==> config.mk <==
export PLATFORM = sky130hd
export DESIGN_NAME = fp_special_pipe
export DESIGN_NICKNAME = d
export VERILOG_FILES = /design/src/rtl/fp_special_pkg.sv /design/src/rtl/fp_classify.sv /design/src/rtl/fp_special_pipe.sv
export SDC_FILE = /design/constraint.sdc
export NUM_CORES = 1
export LEC_CHECK = 0
export BUFFER_PORTS_ARGS = -buffer_cell sky130_fd_sc_hd__buf_4
export CAP_MARGIN = 30
export CORE_MARGIN = 4
export CORE_UTILIZATION = 40
export CTS_CLUSTER_SIZE = 14
export DETAILED_ROUTE_END_ITERATION = 12
export GPL_TIMING_DRIVEN = 1
export PLACE_DENSITY_LB_ADDON = 0.2
export SLEW_MARGIN = 30
export SYNTH_ARGS = -nofsm -noshare
export SYNTH_HDL_FRONTEND = slang
export SYNTH_HIERARCHICAL = 1
export SYNTH_SLANG_ARGS = --single-unit
==> constraint.sdc <==
create_clock -name clk -period 3.9 [get_ports clk]
set_clock_uncertainty 0.1 [all_clocks]
set_input_delay 0.39 -clock clk [delete_from_list [all_inputs] [get_ports clk]]
set_output_delay 0.39 -clock clk [all_outputs]
set_load 0.1 [all_outputs]
==> src/rtl/fp_special_pkg.sv <==
// Shared types and canonical encodings for the FP special-operand resolver.
package fp_special_pkg;

    typedef enum logic [1:0] {
        ZERO = 2'd0,
        NORM = 2'd1,
        INF  = 2'd2,
        NAN  = 2'd3
    } fp_class;

    localparam int unsigned MAX_W = 64;

    // Canonical zero is width-independent; truncate to the word width at use.
    localparam logic [MAX_W-1:0] FP_ZERO_WORD = '0;

    function automatic logic [MAX_W-1:0] fp_inf(input int unsigned ew, input int unsigned mw);
        logic [MAX_W-1:0] e1;
        e1 = (MAX_W'(1) << ew) - MAX_W'(1);
        return e1 << mw;
    endfunction

    function automatic logic [MAX_W-1:0] fp_qnan(input int unsigned ew, input int unsigned mw);
        return (MAX_W'(1) << (ew + mw)) - MAX_W'(1);
    endfunction

endpackage

==> src/rtl/fp_classify.sv <==
// Combinational operand classifier; denormals are flushed to ZERO.
module fp_classify
    import fp_special_pkg::*;
#(
    parameter int unsigned EXP_W = 8,
    parameter int unsigned MAN_W = 23
) (
    input  logic [EXP_W+MAN_W-1:0] x,
    output fp_class                cls_c
);

    logic [EXP_W-1:0] ex;
    logic [MAN_W-1:0] mn;

    assign ex = x[EXP_W+MAN_W-1:MAN_W];
    assign mn = x[MAN_W-1:0];

    always_comb begin
        cls_c = NORM;
        if (ex == '0) begin
            cls_c = ZERO;
        end else if (&ex) begin
            cls_c = (mn == '0) ? INF : NAN;
        end
    end

endmodule

==> src/rtl/fp_special_pipe.sv <==
// Two-stage special-operand resolver for FP multiply/divide with sticky flags
// and a saturating error counter.
module fp_special_pipe
    import fp_special_pkg::*;
#(
    parameter int unsigned EXP_W = 8,
    parameter int unsigned MAN_W = 23,
    parameter int unsigned CNT_W = 8
) (
    input  logic                   clk,
    input  logic                   rst,
    input  logic                   in_valid,
    output logic                   in_ready,
    input  logic                   op_div,
    input  logic [EXP_W+MAN_W-1:0] a,
    input  logic [EXP_W+MAN_W-1:0] b,
    input  logic [EXP_W+MAN_W-1:0] core_res,
    output logic                   out_valid,
    input  logic                   out_ready,
    output logic [EXP_W+MAN_W-1:0] out,
    output logic                   err_nan,
    output logic                   err_dz,
    output logic                   special,
    output logic                   sticky_nan,
    output logic                   sticky_dz,
    output logic [CNT_W-1:0]       err_cnt,
    input  logic                   err_clr
);

    localparam int unsigned W = EXP_W + MAN_W;
    localparam logic [W-1:0] CANON_ZERO = W'(FP_ZERO_WORD);
    localparam logic [W-1:0] CANON_INF  = W'(fp_inf(EXP_W, MAN_W));
    localparam logic [W-1:0] CANON_QNAN = W'(fp_qnan(EXP_W, MAN_W));

    fp_class        cls_a_c;
    fp_class        cls_b_c;

    logic           s1_valid;
    logic           s1_div;
    fp_class        s1_ca;
    fp_class        s1_cb;
    logic [W-1:0]   s1_core;

    logic           s1_en;
    logic           s2_en;
    logic           accept;

    logic [W-1:0]   res_c;
    logic           nan_c;
    logic           dz_c;
    logic           spc_c;
    logic           core_nan_c;

    fp_classify #(.EXP_W(EXP_W), .MAN_W(MAN_W)) u_cls_a (.x(a), .cls_c(cls_a_c));
    fp_classify #(.EXP_W(EXP_W), .MAN_W(MAN_W)) u_cls_b (.x(b), .cls_c(cls_b_c));

    // Each stage advances when the stage after it is empty or draining.
    assign s2_en    = !out_valid || out_ready;
    assign s1_en    = !s1_valid || s2_en;
    assign in_ready = s1_en;
    assign accept   = out_valid && out_ready;

    assign core_nan_c = (&s1_core[W-1:MAN_W]) && (|s1_core[MAN_W-1:0]);

    always_comb begin
        res_c = CANON_QNAN;
        nan_c = 1'b0;
        dz_c  = 1'b0;
        spc_c = 1'b1;
        if (s1_ca == NAN || s1_cb == NAN) begin
            nan_c = 1'b1;
        end else if (!s1_div) begin
            if ((s1_ca == ZERO && s1_cb == INF) || (s1_ca == INF && s1_cb == ZERO)) begin
                nan_c = 1'b1;
            end else if (s1_ca == INF || s1_cb == INF) begin
                res_c = CANON_INF;
            end else if (s1_ca == ZERO || s1_cb == ZERO) begin
                res_c = CANON_ZERO;
            end else begin
                res_c = s1_core;
                nan_c = core_nan_c;
                spc_c = 1'b0;
            end
        end else begin
            // By the b==ZERO branch, a is neither NAN, INF nor ZERO, so a/0 is NORM/0.
            if ((s1_ca == ZERO && s1_cb == ZERO) || (s1_ca == INF && s1_cb == INF)) begin
                nan_c = 1'b1;
            end else if (s1_ca == INF) begin
                res_c = CANON_INF;
            end else if (s1_cb == ZERO) begin
                res_c = CANON_INF;
                dz_c  = 1'b1;
            end else if (s1_ca == ZERO || s1_cb == INF) begin
                res_c = CANON_ZERO;
            end else begin
                res_c = s1_core;
                nan_c = core_nan_c;
                spc_c = 1'b0;
            end
        end
    end

    // Stage 1: operand classes and core result.
    always_ff @(posedge clk or posedge rst) begin
        if (rst) begin
            s1_valid <= 1'b0;
            s1_div   <= 1'b0;
            s1_ca    <= ZERO;
            s1_cb    <= ZERO;
            s1_core  <= '0;
        end else if (s1_en) begin
            s1_valid <= in_valid;
            if (in_valid) begin
                s1_div  <= op_div;
                s1_ca   <= cls_a_c;
                s1_cb   <= cls_b_c;
                s1_core <= core_res;
            end
        end
    end

    // Stage 2: resolved result and per-result flags.
    always_ff @(posedge clk or posedge rst) begin
        if (rst) begin
            out_valid <= 1'b0;
            out       <= '0;
            err_nan   <= 1'b0;
            err_dz    <= 1'b0;
            special   <= 1'b0;
        end else if (s2_en) begin
            out_valid <= s1_valid;
            if (s1_valid) begin
                out     <= res_c;
                err_nan <= nan_c;
                err_dz  <= dz_c;
                special <= spc_c;
            end
        end
    end

    // Sticky flags and counter track accepted results; clear has priority.
    always_ff @(posedge clk or posedge rst) begin
        if (rst) begin
            sticky_nan <= 1'b0;
            sticky_dz  <= 1'b0;
            err_cnt    <= '0;
        end else if (err_clr) begin
            sticky_nan <= 1'b0;
            sticky_dz  <= 1'b0;
            err_cnt    <= '0;
        end else if (accept) begin
            sticky_nan <= sticky_nan | err_nan;
            sticky_dz  <= sticky_dz | err_dz;
            if ((err_nan || err_dz) && (err_cnt != '1)) begin
                err_cnt <= err_cnt + CNT_W'(1);
            end
        end
    end

endmodule

==> results.ini, run 1 <==
[status]
status=completed

[worst_setup_path]
crit_type=register to register
path_max_fanout=35
end_kind=register
start_kind=register
cp_slowest_cell=o2111a_2
required_ps=4000
cp_cell_sequence=nand2b_1, and2_1, buf_4, o2111a_2, a21oi_1
ff2ff_path_depth=5
arrival_ps=2310
max_stage_delay_ps=740

[placement]
io_buffers=144
dp_hpwl_mm=7.281
gp_congestion=0.8349

[timing]
rsz0062_at_grt=false
hold_viol=0
post-route-period-util=0.5645
maxSlewViolCount=0
finalSetupTns_ps=0
post-route-min-period_ps=2202
worst_pin_slew_ps=893.5
setup_viol=0
max_freq_mhz=454.2
hold_ws_ps=157.4
relSlewSlack=0.4044

[cts]
htreeDepth=3
clockRootBuffer=clkbuf_8
clk_pin_slew_ps=90
cts_buffer_depth=2
cts_buffers=9
cts_tree=done
clock_latency_ps=350
postCtsResizedCells=0
cts.sinks=82

[logic_synthesis]
seq_area_frac_synth=0.5302
syn_nets=465
syn_area_per_cell_um2=10.60
ys_warn_count=6
synthCells=365
synth_seq_cells=82
synth_area_mm2=0.003870
yosys.cell_types.count=41

[power_and_ir_drop]
p_leak_nw=2.398
irDropWorstVdd_v=0.0004511
cellPowerDensity_mw_per_mm2=537.0

[finish]
syn2layout_area_growth_pct=35.98
nNetsFinal=605
antennaDiodeCount=0
drive_gt1_frac=0.4431

[die]
die_area_mm2=0.01131
initial_utilization=0.4149
dieWidth_um=106.4
io-pin-count=145
core_mm2=0.009328
rows=35
fp.dieH_um=106.4

[detailed_routing]
drc_errors=0
viasPerCell=5.095
first_pass_iters=4
wl_per_cell_um=15.30
antenna_left=0
dr.first_iter.drc_count=120
route.vias.total=3256
wl_mm=9.777

[grt]
grt_antenna_before_repair=0
grt_pass1_vias=3267
track_usage=0.1754
grt_max_degree=64
grt_pass1_wl_mm=15.95
overflow=0

[min_path]
holdPathStages=2
hp-class=input port to register

[run]
cap_viol_max_count=0

==> path summary, 6_finish.rpt <==
check / startpoint / end / slack [ps]
min: in_valid / s1_valid / 160
min reg2reg: sticky_nan / sticky_nan / 410
max: out_valid / out[19] / 1700
max reg2reg: out_valid / out[19] / 1700
max in group asynchronous: rst / err_cnt[1] / 2460
min in group asynchronous: rst / s1_core[8] / 540
==> report_power, final <==
group          internal [W]  total [W]  leakage [nW]  switching, W
registers          0.000979    0.00109         0.963      0.000110
clock network      0.000320   0.000645         0.103      0.000325
logic              0.000291    0.00109          1.33      0.000801
==> per-stage QoR <==
step / total power, W / area [um^2] / std cells / util / setup slack (ps)
finish: 0.002826 / 5263 / 639 / 0.5642 / 1698
global route: 0.002954 / 5263 / 639 / 0.5642 / 1534
CTS: 0.002855 / 5263 / 639 / 0.5642 / 1693
detailed placement: 0.002207 / 5042 / 622 / 0.5406 / 1615
global placement: 0.002191 / 5039 / 622 / 0.5402 / 1686
floorplan: 0.001910 / 3870 / 365 / - / 598.1
==> routing by layer <==
layer  vias up  part of all wire  global-route usage
li1       1590                 -                   -
met1      1575              0.45              0.2344
met2        77              0.49              0.2842
met3        14             0.049             0.03522
met4         0             0.015             0.06105
met5         -                 0                   0
==> cell usage in the layout (no fill, tap or decap), types with 3 or more instances in the layout <==
cell	n
a31oi_1	3
clkinv_4	3
nand2b_1	5
or4_1	4
clkbuf_8	10
a21oi_1	17
nor2b_1	8
and4_1	3
nand4_1	8
nand2_1	33
buf_4	146
a21o_1	9
a21oi_2	20
mux2_2	38
o21ai_0	8
nor2_1	45
nor4_1	16
o21ai_1	3
nand3_1	11
dfrtp_1	82
nor3_1	9
==> what timing repair did <==
item / in CTS / in global routing
hold buffers: 1 / 0
hold endpoints to repair: 11 / 0
buffers inserted: 0 / 0
==> state kept, by name, summed over array words and instances, names as in the netlist, 2 cells and up <==
| name | cells |
|---|---|
| s1_ca | 2 |
| out | 31 |
| err_cnt | 8 |
| s1_cb | 2 |
| s1_core | 31 |
==> cells by family (layout without fill, tap and decap cells) <==
logic type / count (synthesis) / count (layout) / synth area share
buf+inv: 19 / 164 / 0.02425
simple gates: 152 / 152 / 0.1963
xor+xnor: 3 / 3 / 0.006791
fa+ha+maj: 1 / 1 / 0.003233
compound gates: 69 / 69 / 0.1261
mux: 39 / 39 / 0.1132
flops: 82 / 82 / 0.5302
==> synth_stat cells, drive strengths merged <==
library cell,number,share of area
clkbuf,10,0.0097
a21oi,37,0.067
ha,1,0.0032
a21o,9,0.017
a31oi,3,0.0049
dfrtp,82,0.53
and4,3,0.0068
nor2b,8,0.013
or4,4,0.0078
xnor2,2,0.0045
nand3,11,0.014
nand3b,1,0.0019
mux2i,1,0.0026
nand2,34,0.034
inv,1,0.00097
nand2b,5,0.0081
o31ai,1,0.0019
a22oi,2,0.0039
nor2,45,0.044
nand4,8,0.013
and2,2,0.0032
xor2,1,0.0023
and3b,1,0.0023
nor3,9,0.012
o21ai,11,0.014
or2,1,0.0016
o211a,1,0.0026
or3,1,0.0016
o2111ai,2,0.0045
mux2,38,0.11
buf,8,0.014
o41ai,1,0.0023
a221oi,1,0.0039
o2111a,1,0.0032
nor4,18,0.032
and3,1,0.0016
==> final cells by class <==
| type | count | area, um^2 |
|---|---|---|
| well taps | 129 | 161.4 |
| fillers | 837 | 4065 |
| clock buffers | 10 | 137.6 |
| inverters | 1 | 8.758 |
| multi-input cells | 264 | 1724 |
| clock inverters | 6 | 72.57 |
| repair buffers | 147 | 1106 |
| flip-flops and latches | 82 | 2052 |
==> worst max-delay path: cells and delay by family (launching register included) <==
kind / cells / cell delay (ps)
AO/OA/AOI/OAI: 2 / 890
flip-flops: 1 / 450
buffers and inverters: 1 / 340
AND/OR/NAND/NOR: 2 / 270
Power figures use the tool's default switching activity.
==> run 2: changes to the inputs <==
==> constraint.sdc (replaced) <==
create_clock -name clk -period 1.9 [get_ports clk]
set_clock_uncertainty 0.1 [all_clocks]
set_input_delay 0.19 -clock clk [delete_from_list [all_inputs] [get_ports clk]]
set_output_delay 0.19 -clock clk [all_outputs]
set_load 0.1 [all_outputs]
==> results.ini, run 2 (synthesis gave the netlist of run 1 again) <==
[worst_setup_path]
critical_path_depth=4
required_ps=2070
arrival_ps=1920
ff2ff_path_depth=4
end_kind=register
start_kind=register
reg2reg_from=s1_cb[0]
timing.critical_path.buf_inv=0
crit_type=register to register
max_stage_delay_ps=540
cp_slowest_cell=dfrtp_1
cp_cell_sequence=and3b_1, o21ai_1, o2111ai_1, a21oi_1
rrSetupSlack_ps=150
path_delay_family=compound AO/OA/AOI/OAI gates
path_max_fanout=15
timing.rr.end=out[30]

[detailed_routing]
route.vias.total=3425
viasPerCell=5.015
dr_wl_met3_um=458
routed-wl-met2_mm=5.156
drc_errors=0
maxUsedRoutingLayer=met4
antenna_left=0
wl_per_cell_um=14.79
wl_met1_mm=4.392
wl_mm=10.10
dr.first_iter.drc_count=162
first_pass_iters=4

[die]
dieWidth_um=106.4
initial_utilization=0.4149
io-pin-count=145
fp.dieH_um=106.4
rows=35
core_mm2=0.009328
die_area_mm2=0.01131

[timing]
maxSlewViolCount=0
worst_pin_slew_ps=530.2
setup_viol=0
relSlewSlack=0.6442
hold_ws_ps=53.59
hold_viol=0
rsz0062_at_grt=false
post-route-min-period_ps=1754
max_freq_mhz=570.2
post-route-period-util=0.9230
finalSetupTns_ps=0
fin_ws_ps=146.2

[power_and_ir_drop]
cellPowerDensity_mw_per_mm2=1041
p_total_w=0.005975
irDropWorstVdd_v=0.0007576
p_leak_nw=2.591

[finish]
syn2layout_area_growth_pct=48.27
largestRegisters=out (31), s1_core (31), err_cnt (8)
final_common_cell=buf_4
nNetsFinal=649
drive_gt1_frac=0.4458
final_cell_mix=buf_4 (154), dfrtp_1 (71), nor2_1 (45)
antennaDiodeCount=0

[grt]
overflow=0
grt_max_degree=64
grt_pass1_wl_mm=17.03
grt_pass1_vias=3587
grt_antenna_before_repair=0
track_usage=0.1859

[cts]
cts_buffer_depth=2
clk_pin_slew_ps=90
htreeDepth=3
cts_tree=done
clockRootBuffer=clkbuf_8
clock_latency_ps=350
cts_buffers=9
cts_setup_buffers=0
cts.sinks=82

[min_path]
hold_path_end=sticky_nan
hp-class=input port to register
holdPathStages=3
hp-start=out_ready

[placement]
place_ws_ps=157.2
io_buffers=144
dp_hpwl_mm=7.374
gp_congestion=0.8345

[run]
cap_viol_max_count=0

[status]
status=completed

==> run 2: changes by cell type in the layout (fill, tap and decap cells not counted), sizes merged <==
cell / before / now
buf: 146 / 156
bufinv: 1 / 2
dlygate4sd3: 1 / 35
inv: 2 / 1
==> run 2: layer usage <==
| layer | global-route usage | up-vias |
|---|---|---|
| li1 | - | 1680 |
| met1 | 0.2386 | 1659 |
| met2 | 0.3154 | 75 |
| met3 | 0.04979 | 11 |
| met4 | 0.03978 | 0 |
| met5 | 0 | - |
==> run 2: layout make-up <==
| cell class | instances | area, um^2 |
|---|---|---|
| clock buffer | 10 | 137.6 |
| clock inverter | 6 | 87.58 |
| fill | 796 | 3590 |
| inverter | 1 | 7.507 |
| multi-input combinational | 264 | 1729 |
| sequential | 82 | 2068 |
| tap | 129 | 161.4 |
| timing repair buffer | 191 | 1546 |
==> run 2: worst reg2reg max path, cell delays in order, from the launching register on <==
cell and delay (ps):
dfrtp_1 540, and3b_1 220, o21ai_1 430, o2111ai_1 210, a21oi_1 180
==> run 2: what timing repair did <==
| action | 4_1_cts | 5_1_grt |
|---|---|---|
| hold buffers | 35 | 0 |
| gates resized for setup | 0 | 0 |
| setup endpoints to repair | 0 | 0 |
| endpoints found under the hold margin | 123 | 0 |
==> run 2: metrics by stage <==
step / utilization / cell area (um^2) / instances
6_report: 0.6152 / 5738 / 683
4_1_cts: 0.6152 / 5738 / 683
3_5_place_dp: 0.5535 / 5162 / 632
3_3_place_gp: 0.5535 / 5162 / 632
2_1_floorplan: - / 3914 / 365
5_1_grt: 0.6152 / 5738 / 683
==> run 2: how the worst max path moves through the flow <==
stage / endpoint / slack [ps] / startpoint
floorplan: s1_ca[1] / -770 / out_valid
global placement: s1_ca[0] / 200 / a[7]
global route: out[30] / 40 / s1_cb[0]
CTS: out[30] / 170 / s1_cb[0]
detailed placement: s1_ca[0] / 160 / a[7]
finish: out[30] / 150 / s1_cb[0]
==> run 2: report_power, final <==
part	switching [W]	internal (W)
Clock	0.000633	0.000779
Sequential	0.000201	0.00201
Combinational	0.00168	0.000670
